==> src/rtl/blueberry_pkg.sv <==
// blueberry_pkg: shared types and constants for the 10-bit datapath control
// sequencer. Holds the opcode, timestep, bus-source and ALU-op encodings, the
// INSTR field positions, the bundled control-output struct and a helper that
// maps an ALU opcode onto its ALU operation code.
package blueberry_pkg;

    typedef enum logic [3:0] {
        OP_LOAD = 4'd0,
        OP_MOV  = 4'd1,
        OP_ADD  = 4'd2,
        OP_SUB  = 4'd3,
        OP_AND  = 4'd4,
        OP_XOR  = 4'd5
    } opcode_t;

    typedef enum logic [1:0] {T0, T1, T2, T3} step_t;

    typedef enum logic [1:0] {BUS_NONE, BUS_EXT, BUS_Q0, BUS_G} bus_sel_t;

    typedef enum logic [1:0] {ALU_ADD, ALU_SUB, ALU_AND, ALU_XOR} alu_op_t;

    // INSTR field positions: [9:6] opcode, [5:4] Rx, [3:2] Ry, [1:0] unused
    localparam int OP_MSB = 9;
    localparam int OP_LSB = 6;
    localparam int RX_MSB = 5;
    localparam int RX_LSB = 4;
    localparam int RY_MSB = 3;
    localparam int RY_LSB = 2;

    typedef struct packed {
        logic     enw;
        logic     enr0;
        logic     enr1;
        logic [1:0] wra;
        logic [1:0] rda0;
        logic [1:0] rda1;
        alu_op_t  alu_op;
        logic     ldg;
        bus_sel_t bus_sel;
        logic     busy;
        logic     done;
        logic     err;
    } ctrl_t;

    // ALU opcodes 2..5 map directly onto ALU ops 0..3
    function automatic alu_op_t alu_op_of(input logic [3:0] op);
        logic [3:0] diff;
        diff = op - 4'd2;
        return alu_op_t'(diff[1:0]);
    endfunction

endpackage

==> src/rtl/instr_decode.sv <==
// instr_decode: purely combinational Moore decode of the sequencer state.
// Ports:
//   ir      - captured instruction register
//   step    - current timestep
//   execute - start request (only meaningful in T0)
//   ctrl    - all register-file / ALU / bus control outputs
//   step_d  - next timestep
module instr_decode
    import blueberry_pkg::*;
(
    input  logic [9:0] ir,
    input  step_t      step,
    input  logic       execute,
    output ctrl_t      ctrl,
    output step_t      step_d
);

    logic [3:0] op;
    logic [1:0] rx;
    logic [1:0] ry;
    logic       unused_low;

    assign op         = ir[OP_MSB:OP_LSB];
    assign rx         = ir[RX_MSB:RX_LSB];
    assign ry         = ir[RY_MSB:RY_LSB];
    assign unused_low = ^ir[1:0];

    always_comb begin
        ctrl      = '0;
        step_d    = step;
        ctrl.busy = (step != T0);
        case (step)
            T0: step_d = execute ? T1 : T0;
            T1: begin
                case (op)
                    OP_LOAD: begin
                        ctrl.bus_sel = BUS_EXT;
                        ctrl.enw     = 1'b1;
                        ctrl.wra     = rx;
                        ctrl.done    = 1'b1;
                        step_d       = T0;
                    end
                    OP_MOV: begin
                        ctrl.enr0 = 1'b1;
                        ctrl.rda0 = ry;
                        step_d    = T2;
                    end
                    OP_ADD, OP_SUB, OP_AND, OP_XOR: begin
                        ctrl.enr0 = 1'b1;
                        ctrl.rda0 = rx;
                        ctrl.enr1 = 1'b1;
                        ctrl.rda1 = ry;
                        step_d    = T2;
                    end
                    default: begin
                        // invalid opcode: flag and finish without touching the file
                        ctrl.done = 1'b1;
                        ctrl.err  = 1'b1;
                        step_d    = T0;
                    end
                endcase
            end
            T2: begin
                case (op)
                    OP_MOV: begin
                        ctrl.bus_sel = BUS_Q0;
                        ctrl.enw     = 1'b1;
                        ctrl.wra     = rx;
                        ctrl.done    = 1'b1;
                        step_d       = T0;
                    end
                    OP_ADD, OP_SUB, OP_AND, OP_XOR: begin
                        ctrl.ldg    = 1'b1;
                        ctrl.alu_op = alu_op_of(op);
                        step_d      = T3;
                    end
                    default: step_d = T0;
                endcase
            end
            T3: begin
                case (op)
                    OP_ADD, OP_SUB, OP_AND, OP_XOR: begin
                        ctrl.bus_sel = BUS_G;
                        ctrl.enw     = 1'b1;
                        ctrl.wra     = rx;
                        ctrl.done    = 1'b1;
                    end
                    default: ;
                endcase
                step_d = T0;
            end
            default: step_d = T0;
        endcase
    end

endmodule

==> src/rtl/control_sequencer.sv <==
// control_sequencer: multi-cycle control unit for the 10-bit datapath.
// Captures INSTR on Execute in T0 and steps T1..T3, driving the register file,
// ALU and bus-source controls as Moore decodes of (step, IR).
// Ports:
//   CLKb, RST                - clock (rising edge), async active-high reset
//   INSTR, Execute           - instruction word and start request
//   ENW/ENR0/ENR1, WRA/RDA0/RDA1 - register-file enables and addresses
//   ALU_OP, LDG              - ALU operation and G-register load
//   BUS_SEL                  - bus source for register-file D
//   Busy, Done, Err          - status
module control_sequencer
    import blueberry_pkg::*;
(
    input  logic       CLKb,
    input  logic       RST,
    input  logic [9:0] INSTR,
    input  logic       Execute,
    output logic       ENW,
    output logic       ENR0,
    output logic       ENR1,
    output logic [1:0] WRA,
    output logic [1:0] RDA0,
    output logic [1:0] RDA1,
    output logic [1:0] ALU_OP,
    output logic       LDG,
    output logic [1:0] BUS_SEL,
    output logic       Busy,
    output logic       Done,
    output logic       Err
);

    step_t      step_q, step_d;
    logic [9:0] ir_q, ir_d;
    ctrl_t      ctrl;

    instr_decode u_decode (
        .ir      (ir_q),
        .step    (step_q),
        .execute (Execute),
        .ctrl    (ctrl),
        .step_d  (step_d)
    );

    // IR is only loaded on the T0 -> T1 transition, so INSTR is don't-care while busy
    always_comb begin
        ir_d = ir_q;
        if (step_q == T0 && Execute) ir_d = INSTR;
    end

    always_ff @(posedge CLKb or posedge RST) begin
        if (RST) begin
            step_q <= T0;
            ir_q   <= '0;
        end else begin
            step_q <= step_d;
            ir_q   <= ir_d;
        end
    end

    assign ENW     = ctrl.enw;
    assign ENR0    = ctrl.enr0;
    assign ENR1    = ctrl.enr1;
    assign WRA     = ctrl.wra;
    assign RDA0    = ctrl.rda0;
    assign RDA1    = ctrl.rda1;
    assign ALU_OP  = ctrl.alu_op;
    assign LDG     = ctrl.ldg;
    assign BUS_SEL = ctrl.bus_sel;
    assign Busy    = ctrl.busy;
    assign Done    = ctrl.done;
    assign Err     = ctrl.err;

endmodule
==> config.mk <==
export PLATFORM = sky130hd
export DESIGN_NAME = control_sequencer
export DESIGN_NICKNAME = d
export VERILOG_FILES = /design/src/rtl/blueberry_pkg.sv /design/src/rtl/instr_decode.sv /design/src/rtl/control_sequencer.sv
export SDC_FILE = /design/constraint.sdc
export NUM_CORES = 1
export LEC_CHECK = 0
export CAP_MARGIN = 20
export CORE_MARGIN = 10
export CORE_UTILIZATION = 44
export DETAILED_ROUTE_END_ITERATION = 6
export HOLD_SLACK_MARGIN = 0.08
export MAX_ROUTING_LAYER = met4
export PLACE_DENSITY = 0.79
export SYNTH_ARGS = -nofsm -noshare
export SYNTH_HDL_FRONTEND = slang
export SYNTH_SLANG_ARGS = --single-unit
==> constraint.sdc <==
create_clock -name CLKb -period 4.75 [get_ports CLKb]
set_input_delay 1.1875 -clock CLKb [delete_from_list [all_inputs] [get_ports CLKb]]
set_output_delay 1.1875 -clock CLKb [all_outputs]
set_load 0.02 [all_outputs]
==> results by group <==
Die
  • Die X: 59.7 um
  • I/O pin count: 30
  • Die ar.: roughly 3600 sq um
  • Die Ht: 59.7 um
  • Initial Util: 46.5%
  • # rows: 14
  • Core Area: 1490 sq um

STA
  • Slew Limit Fails: 0
  • Max_slew headroom: 70.9%
  • Worst-margin pin slew: roughly 440 ps
  • Final Hold Vio Count: 0
  • Fin crit period: 3410 ps
  • Crit share post-route: between 70% and 80%
  • Max Clock Freq: 293 MHz
  • RSZ-0062 raised after global routing: no
  • Final setup violating endpoints: 0
  • Sum Neg Setup Slack: 0 ps
  • Layout Skew: 0.725 ps

CTS
  • Post-CTS setup buffers: 0
  • Clk pin slew, worst setup/hold paths: about 60 ps
  • Sink Count: 10
  • CTS H-Tree Depth: 1
  • Post-CTS sizing: 0
  • CTS Buf Count: 3
  • Worst-skew pair later-pin latency: approximately 260 ps
  • TritonCTS clock tree: built
  • CTS Hold Buffers Added: 0
  • Root Buffer Master: clkbuf_4
  • Clock Tree Buf Depth: 2

Routing
  • Pre-Repair DR Iteration Count: 4
  • First DRT Iteration DRCs: 7
  • Routed vias: approximately 640
  • Vias per cell: 5.48
  • Residual DRC: 0
  • Per-cell routed wire length: between 15 and 20 um
  • Post-Route WL: 1770 um
  • Routed Antenna Nets: 0

Logic synthesis
  • Average cell area after synthesis: 9.48 sq um
  • Commonest cells in the netlist: dfrtp_1 (10), a21oi_1 (8), mux2_2 (8)
  • Async S/R FF share, synth: 100%
  • Most used DFF post-synth: dfrtp_1
  • Syn Nets: 86
  • Sequential-to-total area share from yosys stat: 36.2%
  • Synthesized area: about 700 sq um
  • Yosys warnings: 0
  • Cells after synthesis: 73
  • Share of the synthesized area in the top cell type: 36.2%
  • Ranking of synthesized cells by area: dfrtp_1 (36%), mux2_2 (13%), a21oi_1 (5.8%), nand2_1 (3.3%), nand3b_1 (3.3%)
  • Dominant cell type by area after synthesis: dfrtp_1
  • Top-count cell post-synth: dfrtp_1
  • Post-synth EDFFs: 0
  • Synthesized flop and latch total: 10
  • Synth unique cells: 29

Pwr
  • Reported net switching power: 268 uW
  • Worst ir drop on vdd: 0.353 mV
  • Clock power share: 9.2%
  • Pwr dens: approximately 610 nW/um^2
  • PnR Total Power: 602 uW
  • Leak: 0.406 nW
  • Sw frac: about 45%
  • Comb power frac: between 50% and 60%
  • Sequential share of power: between 30% and 40%
  • P_int: around 330 uW

Placement
  • GPL Wtd Cong: 0.735
  • Placed Area: between 900 and 1000 sq um
  • DP HPWL: 1390 um
  • PortBufs: 27

GRT
  • Gr ovfl total: 0
  • Global-route wire length before repair: 2880 um
  • Largest net degree at the start of global routing: 16
  • Global-route usage over all layers: 10.6%
  • Vias in the first global route: 636
  • Initial antenna violation count: 0

Worst setup path
  • CP Capture Type: output pin
  • CP bufs+invs: 1
  • Crit-path max FO: 15
  • Arr. time, crit path: 2230 ps
  • Slowest cell on the critical path: clkdlybuf4s50_1
  • Startpoint Class: register
  • CP delay by family, top: buffers and inverters
  • Flop-to-flop setup slack: 3220 ps
  • Max incr delay on CP: 630 ps
  • Required @ worst endpoint: 3560 ps
  • Crit path cell chain: xnor2_1, or3_4, nor2_1, clkdlybuf4s50_1
  • Setup CP Type: reg2out

Cells and area
  • Nets: 115
  • Diode count: 0
  • Final Instance Area: 987 sq um
  • Share of cells above drive strength 1: 16.0%
  • Area delta synth->final: 42.7%

Job
  • Max-cap violations: 0

Run status
  • Status: completed

Hold path
  • Worst Hold Class: reg2reg
-- stage by stage --
stage	hold slack, ps	utilization (%)	setup slack, ps	cells
after floorplan	495	-	2170	73
after global placement	519	64.8	1650	113
after detailed placement	542	64.8	1610	113
after CTS	564	66.3	1340	116
after global routing	585	66.3	1140	116
final	564	66.3	1340	116
-- layout make-up --
class	instances	area, sq um
Clock buffer	3	22.5
Timing Repair Buffer	27	270
Tap cell	16	20.0
Inverter	4	15.0
Fill cell	129	502
Multi-Input combinational cell	56	409
Sequential cell	10	250
-- power groups by stage --
stage               Clock, mW  Combinational (mW)  Sequential, mW
floorplan                   0               0.271           0.162
global placement            0               0.331           0.206
detailed placement          0               0.340           0.210
CTS                    0.0568               0.342           0.208
global route           0.0617               0.368           0.219
finish                 0.0552               0.337           0.209
-- per-layer routing --
metal	GRT usage, %	share of wire [%]	vias up
met1	11.7	43	304
met4	4.81	1.4	0
met2	17.5	52	21
li1	-	-	308
met3	2.33	3.9	3
met5	-	0	-
-- cells in the final DEF (no fill, tap or decap), drive strengths merged, types with 3 or more instances in the layout --
cell,n
a21oi,8
clkbuf,3
clkdlybuf4s50,27
dfrtp,10
inv,4
mux2,8
nand2,6
nand2b,3
nand3b,3
nor2,6
-- registers in the layout, indices dropped and copies added (netlist names) --
register,flops
step_q,2
ir_q,8
-- cell families (layout without fill, tap and decap cells) --
logic type             count (synthesis)  in the layout  share of synthesized area (%)
AND/OR/NAND/NOR                       31             31                           30.4
AO/OA/AOI/OAI                         14             14                           11.8
flip-flops                            10             10                           36.2
multiplexers                           9              9                           14.5
buffers and inverters                  7             34                           4.70
XOR/XNOR                               2              2                           2.53
-- path summary, 6_finish.rpt --
check,from,cells after the start,to
setup reg to reg,step_q[0]$_DFF_PP0_,3,ir_q[7]$_DFFE_PP0P_
setup / recovery,ir_q[8]$_DFFE_PP0P_,4,ALU_OP[0]
hold / removal,ir_q[3]$_DFFE_PP0P_,1,ir_q[3]$_DFFE_PP0P_
max in group asynchronous,RST,2,ir_q[2]$_DFFE_PP0P_
min in group asynchronous,RST,2,ir_q[6]$_DFFE_PP0P_
hold reg to reg,ir_q[3]$_DFFE_PP0P_,1,ir_q[3]$_DFFE_PP0P_
Power figures use the tool's default switching activity.
